$ cat src/rtl/sfsm_pkg.sv
// sfsm_pkg: shared constants, data-word field map and frame phases
// for the table-driven serial-memory state machine.
package sfsm_pkg;

    localparam logic [7:0] CMD_READ  = 8'h03;
    localparam int         ADDR_BITS = 16;
    localparam int         DATA_BITS = 16;
    localparam int         FRAME_LEN = 41;

    localparam int GAP      = 0;
    localparam int CMD_END  = 8;
    localparam int ADDR_END = 24;
    localparam int DATA_END = 40;

    localparam int NEXT_MSB = 15;
    localparam int NEXT_LSB = 12;
    localparam int HALT_BIT = 11;
    localparam int GPO_MSB  = 5;

    typedef enum logic [2:0] {
        PH_GAP,
        PH_CMD,
        PH_ADDR,
        PH_DATA,
        PH_HALT
    } phase_e;

endpackage

$ cat src/rtl/sfsm_spi_frame.sv
// sfsm_spi_frame: runs one READ frame (gap, command, address, data) and
// presents the fetched word with a done pulse. SFSM_HALT_EN adds HALT.
module sfsm_spi_frame
    import sfsm_pkg::*;
#(
    parameter logic [7:0] P_CMD  = CMD_READ,
    parameter int         P_ADDR = ADDR_BITS
) (
    input  logic                 i_clk,
    input  logic                 i_rst,
    input  logic                 i_din,
    input  logic [P_ADDR-1:0]    i_addr,
    output logic                 o_cs_n,
    output logic                 o_dout,
    output logic [DATA_BITS-1:0] o_word,
    output logic                 o_done
);

    localparam int SH_W  = 8 + P_ADDR;
    localparam int A_END = CMD_END + P_ADDR;
    localparam int D_END = A_END + DATA_BITS;
    localparam int CW    = $clog2(D_END + 1);

    localparam logic [CW-1:0] C_CMD_END = CW'(CMD_END);
    localparam logic [CW-1:0] C_A_END   = CW'(A_END);
    localparam logic [CW-1:0] C_D_END   = CW'(D_END);

    phase_e               r_phase;
    phase_e               w_phase_nxt;
    logic [CW-1:0]        r_cnt;
    logic [CW-1:0]        w_cnt_nxt;
    logic [SH_W-1:0]      r_sh;
    logic [DATA_BITS-1:0] r_word;
    logic [DATA_BITS-1:0] w_word;
    logic                 r_cs_n;
    logic                 r_dout;
    logic                 w_cs_n_nxt;
    logic                 w_dout_nxt;
    logic                 w_last;
    logic                 w_halt;

    // The last data bit is taken straight from din so the word is whole
    // on the same edge that closes the frame.
    assign w_word = {r_word[DATA_BITS-2:0], i_din};
    assign w_last = (r_phase == PH_DATA) && (r_cnt == C_D_END);

`ifdef SFSM_HALT_EN
    assign w_halt = w_word[HALT_BIT];
`else
    assign w_halt = 1'b0;
`endif

    always_ff @(posedge i_clk or posedge i_rst) begin
        if (i_rst) begin
            r_phase <= PH_GAP;
            r_cnt   <= '0;
            r_cs_n  <= 1'b1;
            r_dout  <= 1'b0;
            r_sh    <= '0;
            r_word  <= '0;
        end else begin
            r_phase <= w_phase_nxt;
            r_cnt   <= w_cnt_nxt;
            r_cs_n  <= w_cs_n_nxt;
            r_dout  <= w_dout_nxt;
            if (r_phase == PH_GAP) begin
                r_sh <= {P_CMD, i_addr};
            end else if (r_phase == PH_CMD || r_phase == PH_ADDR) begin
                r_sh <= r_sh << 1;
            end
            if (r_phase == PH_DATA) begin
                r_word <= w_word;
            end
        end
    end

    always_comb begin
        w_phase_nxt = r_phase;
        w_cnt_nxt   = r_cnt + 1'b1;
        w_dout_nxt  = 1'b0;
        unique case (r_phase)
            PH_GAP: begin
                w_phase_nxt = PH_CMD;
                w_dout_nxt  = P_CMD[7];
            end
            PH_CMD: begin
                w_dout_nxt = r_sh[SH_W-2];
                if (r_cnt == C_CMD_END) begin
                    w_phase_nxt = PH_ADDR;
                end
            end
            PH_ADDR: begin
                if (r_cnt == C_A_END) begin
                    w_phase_nxt = PH_DATA;
                end else begin
                    w_dout_nxt = r_sh[SH_W-2];
                end
            end
            PH_DATA: begin
                if (w_last) begin
                    w_cnt_nxt   = '0;
                    w_phase_nxt = w_halt ? PH_HALT : PH_GAP;
                end
            end
            PH_HALT: begin
                w_cnt_nxt = '0;
            end
            default: begin
                w_cnt_nxt   = '0;
                w_phase_nxt = PH_GAP;
            end
        endcase
        w_cs_n_nxt = (w_phase_nxt == PH_GAP) || (w_phase_nxt == PH_HALT);
    end

    assign o_cs_n = r_cs_n;
    assign o_dout = r_dout;
    assign o_word = w_word;
    assign o_done = w_last;

endmodule

$ cat src/rtl/sfsm_top.sv
// sfsm_top: table-driven FSM behind the 8-in/8-out pad wrapper; holds
// state and gpo registers. Optional halt on word[11] via SFSM_HALT_EN.
module sfsm_top #(
    parameter int         STATE_W   = 4,
    parameter logic [7:0] CMD_READ  = sfsm_pkg::CMD_READ,
    parameter int         ADDR_BITS = sfsm_pkg::ADDR_BITS
) (
    input  logic [7:0] io_in,
    output logic [7:0] io_out
);

    import sfsm_pkg::*;

    localparam int PAD = ADDR_BITS - STATE_W - 5;

    logic                 w_clk;
    logic                 w_rst;
    logic                 w_din;
    logic [4:0]           w_gpi;
    logic [ADDR_BITS-1:0] w_addr;
    logic [DATA_BITS-1:0] w_word;
    logic                 w_done;
    logic                 w_cs_n;
    logic                 w_dout;
    logic                 w_unused_bits;
    logic [STATE_W-1:0]   r_state;
    logic [GPO_MSB:0]     r_gpo;

    assign {w_gpi, w_din, w_rst, w_clk} = io_in;
    assign w_addr = {{PAD{1'b0}}, r_state, w_gpi};

    sfsm_spi_frame #(
        .P_CMD  (CMD_READ),
        .P_ADDR (ADDR_BITS)
    ) u_frame (
        .i_clk  (w_clk),
        .i_rst  (w_rst),
        .i_din  (w_din),
        .i_addr (w_addr),
        .o_cs_n (w_cs_n),
        .o_dout (w_dout),
        .o_word (w_word),
        .o_done (w_done)
    );

    // Halt and reserved bits are consumed inside the frame engine or not at all.
    assign w_unused_bits = ^w_word[NEXT_MSB-STATE_W:GPO_MSB+1];

    always_ff @(posedge w_clk or posedge w_rst) begin
        if (w_rst) begin
            r_state <= '0;
            r_gpo   <= '0;
        end else if (w_done) begin
            r_state <= w_word[NEXT_MSB -: STATE_W];
            r_gpo   <= w_word[GPO_MSB:0];
        end
    end

    assign io_out = {r_gpo, w_dout, w_cs_n};

endmodule

$ cat config.mk
export PLATFORM = sky130hd
export DESIGN_NAME = sfsm_top
export DESIGN_NICKNAME = d
export VERILOG_FILES = /design/src/rtl/sfsm_pkg.sv /design/src/rtl/sfsm_spi_frame.sv /design/src/rtl/sfsm_top.sv
export SDC_FILE = /design/constraint.sdc
export NUM_CORES = 1
export LEC_CHECK = 0
export ABC_AREA = 1
export CAP_MARGIN = 10
export CORE_UTILIZATION = 60
export CTS_BUF_LIST = sky130_fd_sc_hd__clkbuf_4
export DETAILED_ROUTE_END_ITERATION = 16
export PLACE_DENSITY = 0.81
export SLEW_MARGIN = 30
export SYNTH_ARGS = -nofsm -noshare
export SYNTH_HDL_FRONTEND = slang
export SYNTH_SLANG_ARGS = --single-unit
$ cat constraint.sdc
create_clock -name io_in -period 1.6 [get_ports io_in]
set_input_delay 0.48 -clock io_in [delete_from_list [all_inputs] [get_ports io_in]]
set_output_delay 0.48 -clock io_in [all_outputs]
set_load 0.05 [all_outputs]
# Word level (Yosys, flattened, before mapping)
# Cells that the tools add are included.
op_classes:
  n_reduce_logical: 7
  addsub: 1
  muxes: 10
  eq_ne: 8
ops:
  columns: ["cell", "count"]
  rows:
  - ["$mux 23", 2]
  - ["$pmux 3 s5", 1]
  - ["$pmux 6 s2", 1]
  - ["$mux 3", 3]
  - ["$add 6x1->6 const B", 1]
  - ["$eq 3x2->1 const B", 2]
  - ["$eq 3x3->1 const B", 2]
  - ["$eq 6x4->1 const B", 1]
  - ["$eq 6x5->1 const B", 1]
  - ["$eq 6x6->1 const B", 1]
  - ["$logic_not 3->1", 2]
  - ["$mux 6", 1]
  - ["$eq 3x1->1 const B", 1]
  - ["$reduce_or 3->1", 1]
  - ["$logic_or 1x1->1", 2]
  - ["$pmux 1 s2", 1]
  - ["$reduce_bool 2->1", 1]
  - ["$logic_and 1x1->1", 1]
  - ["$mux 1", 1]
word_totals:
  reg_bits: 59
  wordCells: 34

# Logic depth before layout (Yosys ltp)
depth:
  word_depth: 6
  mapped_depth: 9
  ltp_nobuf: 9

# Hierarchy
# Synthesis repeated with hierarchy kept, for this count alone.
hier_totals:
  cells_unflattened: 324
  hier_area_um2: 2641.3
by_module_without_submodules:
  columns: ["mod", "cells_per_inst", "seq_area_each_um2", "n_inst", "area_per_inst_um2"]
  rows:
  - ["sfsm_spi_frame", 278, 1227.4, 1, 2240.9]
  - ["sfsm_top", 46, 250.2, 1, 400.4]

# Least setup slack after synthesis
# No wires, ideal clock.
synth_path:
  path_kind: "register to register"
  start: "reg u_frame.r_cnt[0]"
  end: "reg u_frame.r_phase[0]"
  period_less_slack_ns: 1.300
  path_stages_with_launch: 10
  slack_ns: 0.300
  t_required_ns: 1.483
  arrival_ns: 1.182
  cell_sequence: "dfrtp_1 inv_1 ha_1 nand2_1 nor2_2 nand2_1 nand2_1 nand2_1 inv_1 nand2_1"
synth_via:
  elab_chain_len: 4
  elab_cells_between_ends: 8
synth_lines:
  columns: ["element", "line", "rtl"]
  rows:
  - ["start: declaration", "sfsm_spi_frame.sv:30", "logic [CW-1:0] r_cnt;"]
  - ["start signal: assignment", "sfsm_spi_frame.sv:63", "r_cnt <= w_cnt_nxt;"]
  - ["$eq 6x6->1", "sfsm_spi_frame.sv:45", "assign w_last = (r_phase == PH_DATA) && (r_cnt == C_D_END);"]
  - ["$logic_and 1x1->1", "sfsm_spi_frame.sv:45", null]
  - ["$mux 3", "sfsm_spi_frame.sv:100", "if (w_last) begin"]
  - ["$pmux 3 s5 *", "sfsm_spi_frame.sv:81", "unique case (r_phase)"]
  - ["net u_frame.w_phase_nxt[0]", "sfsm_spi_frame.sv:29", "phase_e w_phase_nxt;"]
  - ["end signal: assignment", "sfsm_spi_frame.sv:62", "r_phase <= w_phase_nxt;"]
  - ["end: declaration", "sfsm_spi_frame.sv:28", "phase_e r_phase;"]
# The timed path passes the listed nets; every way through them passes the cells marked *.
# A chain may end at the register's enable or synchronous reset.

# Worst setup path in the final report
layout_path:
  start: "reg u_frame.r_cnt[0]"
  end: "reg u_frame.r_cnt[3]"
layout_via:
  elab_chain_len: 4
  elab_cells_between_ends: 5
layout_lines:
  columns: ["element", "line", "rtl"]
  rows:
  - ["parallel branches: the longest is 3 deep, another holds $add 6x1->6", null, null]
  - ["$pmux 6 s2 *", "sfsm_spi_frame.sv:81", null]
  - ["net u_frame.w_cnt_nxt[3]", "sfsm_spi_frame.sv:31", "logic [CW-1:0] w_cnt_nxt;"]
# Mark *: on every way through the listed nets, which the timed path passes.

==> flow_summary.json <==
{
  "min_period_over_period": 0.985,
  "grt_max_degree": 23,
  "slowest_delay_ps": 430,
  "ys_warn_count": 0,
  "cp.arrival_ps": 1840,
  "violations": "hold timing",
  "hold_violations": 7,
  "cp_slowest_cell": "dfrtp_1",
  "max_freq_mhz": 635,
  "min_path_type": "clock port to flip-flop",
  "yosysUniqueCellTypes": 23,
  "min_period_ps": 1580,
  "die_w_um": 66.7,
  "cts_tree": "done",
  "syn_area_mm2": 0.00251,
  "crit_path_end_kind": "flip-flop",
  "drv_cap": 0,
  "cts_hold_buffers": 0,
  "grt_pass1_wl_um": 11000,
  "gp_congestion": 0.808,
  "synth_seq_cells": 59,
  "outcome": "complete, but fails checks",
  "timing.hold.ws_ps": -277,
  "p_per_area_mw_per_mm2": 1760,
  "cp_cell_sequence": "inv_1 > ha_1 > nand3_1 > nor2_1 > nand2_1 > nand2_1 > nor2_1",
  "grtUsageTotal": 0.375,
  "critPathMaxFanout": 7,
  "layout-drive-gt1-share": 0.301,
  "syn-num-nets": 300,
  "core_mm2": 0.00400,
  "setup_violations": 0,
  "relSlewSlack": 0.702,
  "leakage_uw": 0.00122,
  "wl_per_cell_um": 16.7,
  "port_buffers": 8,
  "area_growth_pct": 39.7,
  "postRouteAntennaNets": 0,
  "grt_pass1_vias": 2827,
  "drc": 0,
  "finalPower_uw": 6180,
  "via_per_inst": 5.64,
  "synth.avg_cell_area_um2": 8.66,
  "dp_hpwl_um": 2720,
  "synthCells": 290,
  "vdd_drop_max_uv": 1570,
  "clock_skew_ps": 24.0,
  "final_common_cell": "nand2_1",
  "initial_core_util": 0.628,
  "grt-ovfl-total": 0,
  "fill_cells": 203,
  "final_cell_mix": "123 x nand2_1, 60 x clkinvlp_4, 58 x dfrtp_1",
  "finalNetCount": 384,
  "drtIter0Drc": 296,
  "startpoint_type": "flip-flop",
  "firstDrtPassIters": 6,
  "wl_um": 7260,
  "via_count": 2460,
  "worst_pin_slew_ps": 444,
  "rows": 23,
  "clk_pin_slew_ps": 90,
  "dieArea_mm2": 0.00445,
  "die_h_um": 66.7,
  "crit_required_ps": 1870,
  "antenna_found_initial": 0,
  "slew_viol_final": 0,
  "seq_area_frac_synth": 0.588,
  "finalSetupTns_ps": 0,
  "path_class": "flip-flop to flip-flop",
  "io_pins": 16,
  "antenna_cells": 0,
  "worstSkewPairLatency_ps": 410
}
==> sequential cells by signal, indices dropped and copies added, names as in the netlist <==
name	count
r_gpo	6
u_frame.r_phase	3
u_frame.r_sh	23
u_frame.r_cnt	6
r_state	4
u_frame.o_dout	1
u_frame.r_word	15
u_frame.o_cs_n	1
==> worst paths after layout <==
kind	from	endpoint	slack [ps]	cells after the start
max	u_frame.r_cnt[0]	u_frame.r_cnt[3]	20	7
min	io_in[3]	u_frame.r_sh[0]	-280	2
max reg2reg	u_frame.r_cnt[0]	u_frame.r_cnt[3]	20	7
min reg2reg	u_frame.r_word[10]	u_frame.r_word[10]	480	2
max in group asynchronous	io_in[1]	u_frame.o_cs_n	780	3
min in group asynchronous	io_in[1]	u_frame.r_word[8]	630	3
==> through the flow <==
stage          setup slack (ps)  instance area (um2)  cells  hold slack, ps   util
2_1_floorplan               185                 2510    290             110      -
3_3_place_gp                185                 2690    341             110  0.673
3_5_place_dp                182                 2690    341             110  0.673
4_1_cts                    35.5                 3490    434            -285  0.872
5_1_grt                   -46.4                 3510    436            -268  0.877
6_report                   24.5                 3510    436            -277  0.877
==> area by class of cell <==
cell class | count | area [um2] | share of cell area
Clock inverter | 72 | 634 | 0.181
Tap cell | 50 | 62.6 | 0.0178
Multi-Input combinational cell | 202 | 901 | 0.257
Timing Repair Buffer | 13 | 198 | 0.0563
Sequential cell | 59 | 1480 | 0.421
Inverter | 18 | 70.1 | 0.0200
Clock buffer | 22 | 165 | 0.0471
==> layer usage <==
layer / part of all wire / GRT usage / up-vias
met1: 0.38 / 0.331 / 1157
met3: 0.093 / 0.296 / 60
li1: - / - / 1080
met2: 0.47 / 0.458 / 163
met5: 0 / 0.0417 / -
met4: 0.059 / 0.487 / 0
==> logic make-up (layout without fill, tap and decap cells) <==
family	after synthesis	after routing	synth area share
buffers and inverters	29	125	0.0558
xor gates and xnor gates	3	3	0.0105
and+or+nand+nor	164	164	0.270
AOI/OAI and AO/OA	33	33	0.0658
adders and majority gates	2	2	0.00996
DFF	59	59	0.588
==> where the power goes <==
group	switching, uW	total [uW]	internal, uW
Sequential	0	1490	1490
Combinational	0	0.000195	0
Clock	3060	4690	1630
Total	3060	6180	3120
==> timing repair <==
action | CTS | global route
cloned | 0 | 0
gates resized for setup | 1 | 1
endpoints found under the setup margin | 1 | 13
buffers inserted | 0 | 2
==> cell usage after synthesis <==
cell / n / area, um2
a21oi_1: 2 / 10.0
buf_2: 5 / 25.0
buf_4: 4 / 30.0
buf_6: 1 / 11.3
dfrtp_1: 58 / 1450
dfstp_2: 1 / 26.3
ha_1: 2 / 25.0
inv_1: 16 / 60.1
inv_2: 2 / 7.51
inv_4: 1 / 6.26
nand2_1: 124 / 465
nand2_2: 2 / 12.5
nand2_4: 1 / 11.3
nand3_1: 6 / 30.0
nand4_1: 1 / 6.26
nor2_1: 25 / 93.8
nor2_2: 2 / 12.5
nor2_8: 2 / 40.0
nor3_1: 1 / 5.00
o21ai_0: 22 / 110
o21ai_1: 9 / 45.0
xnor2_1: 2 / 17.5
xor2_1: 1 / 8.76
==> critical path, delay by kind of cell, from the launching register on <==
family	cells	cell delay, ps
AND/OR/NAND/NOR	5	680
buffers and inverters	1	140
flip-flops	1	430
adder cells (fa/ha/maj)	1	200
No activity file was read; power rests on OpenSTA's default activity.
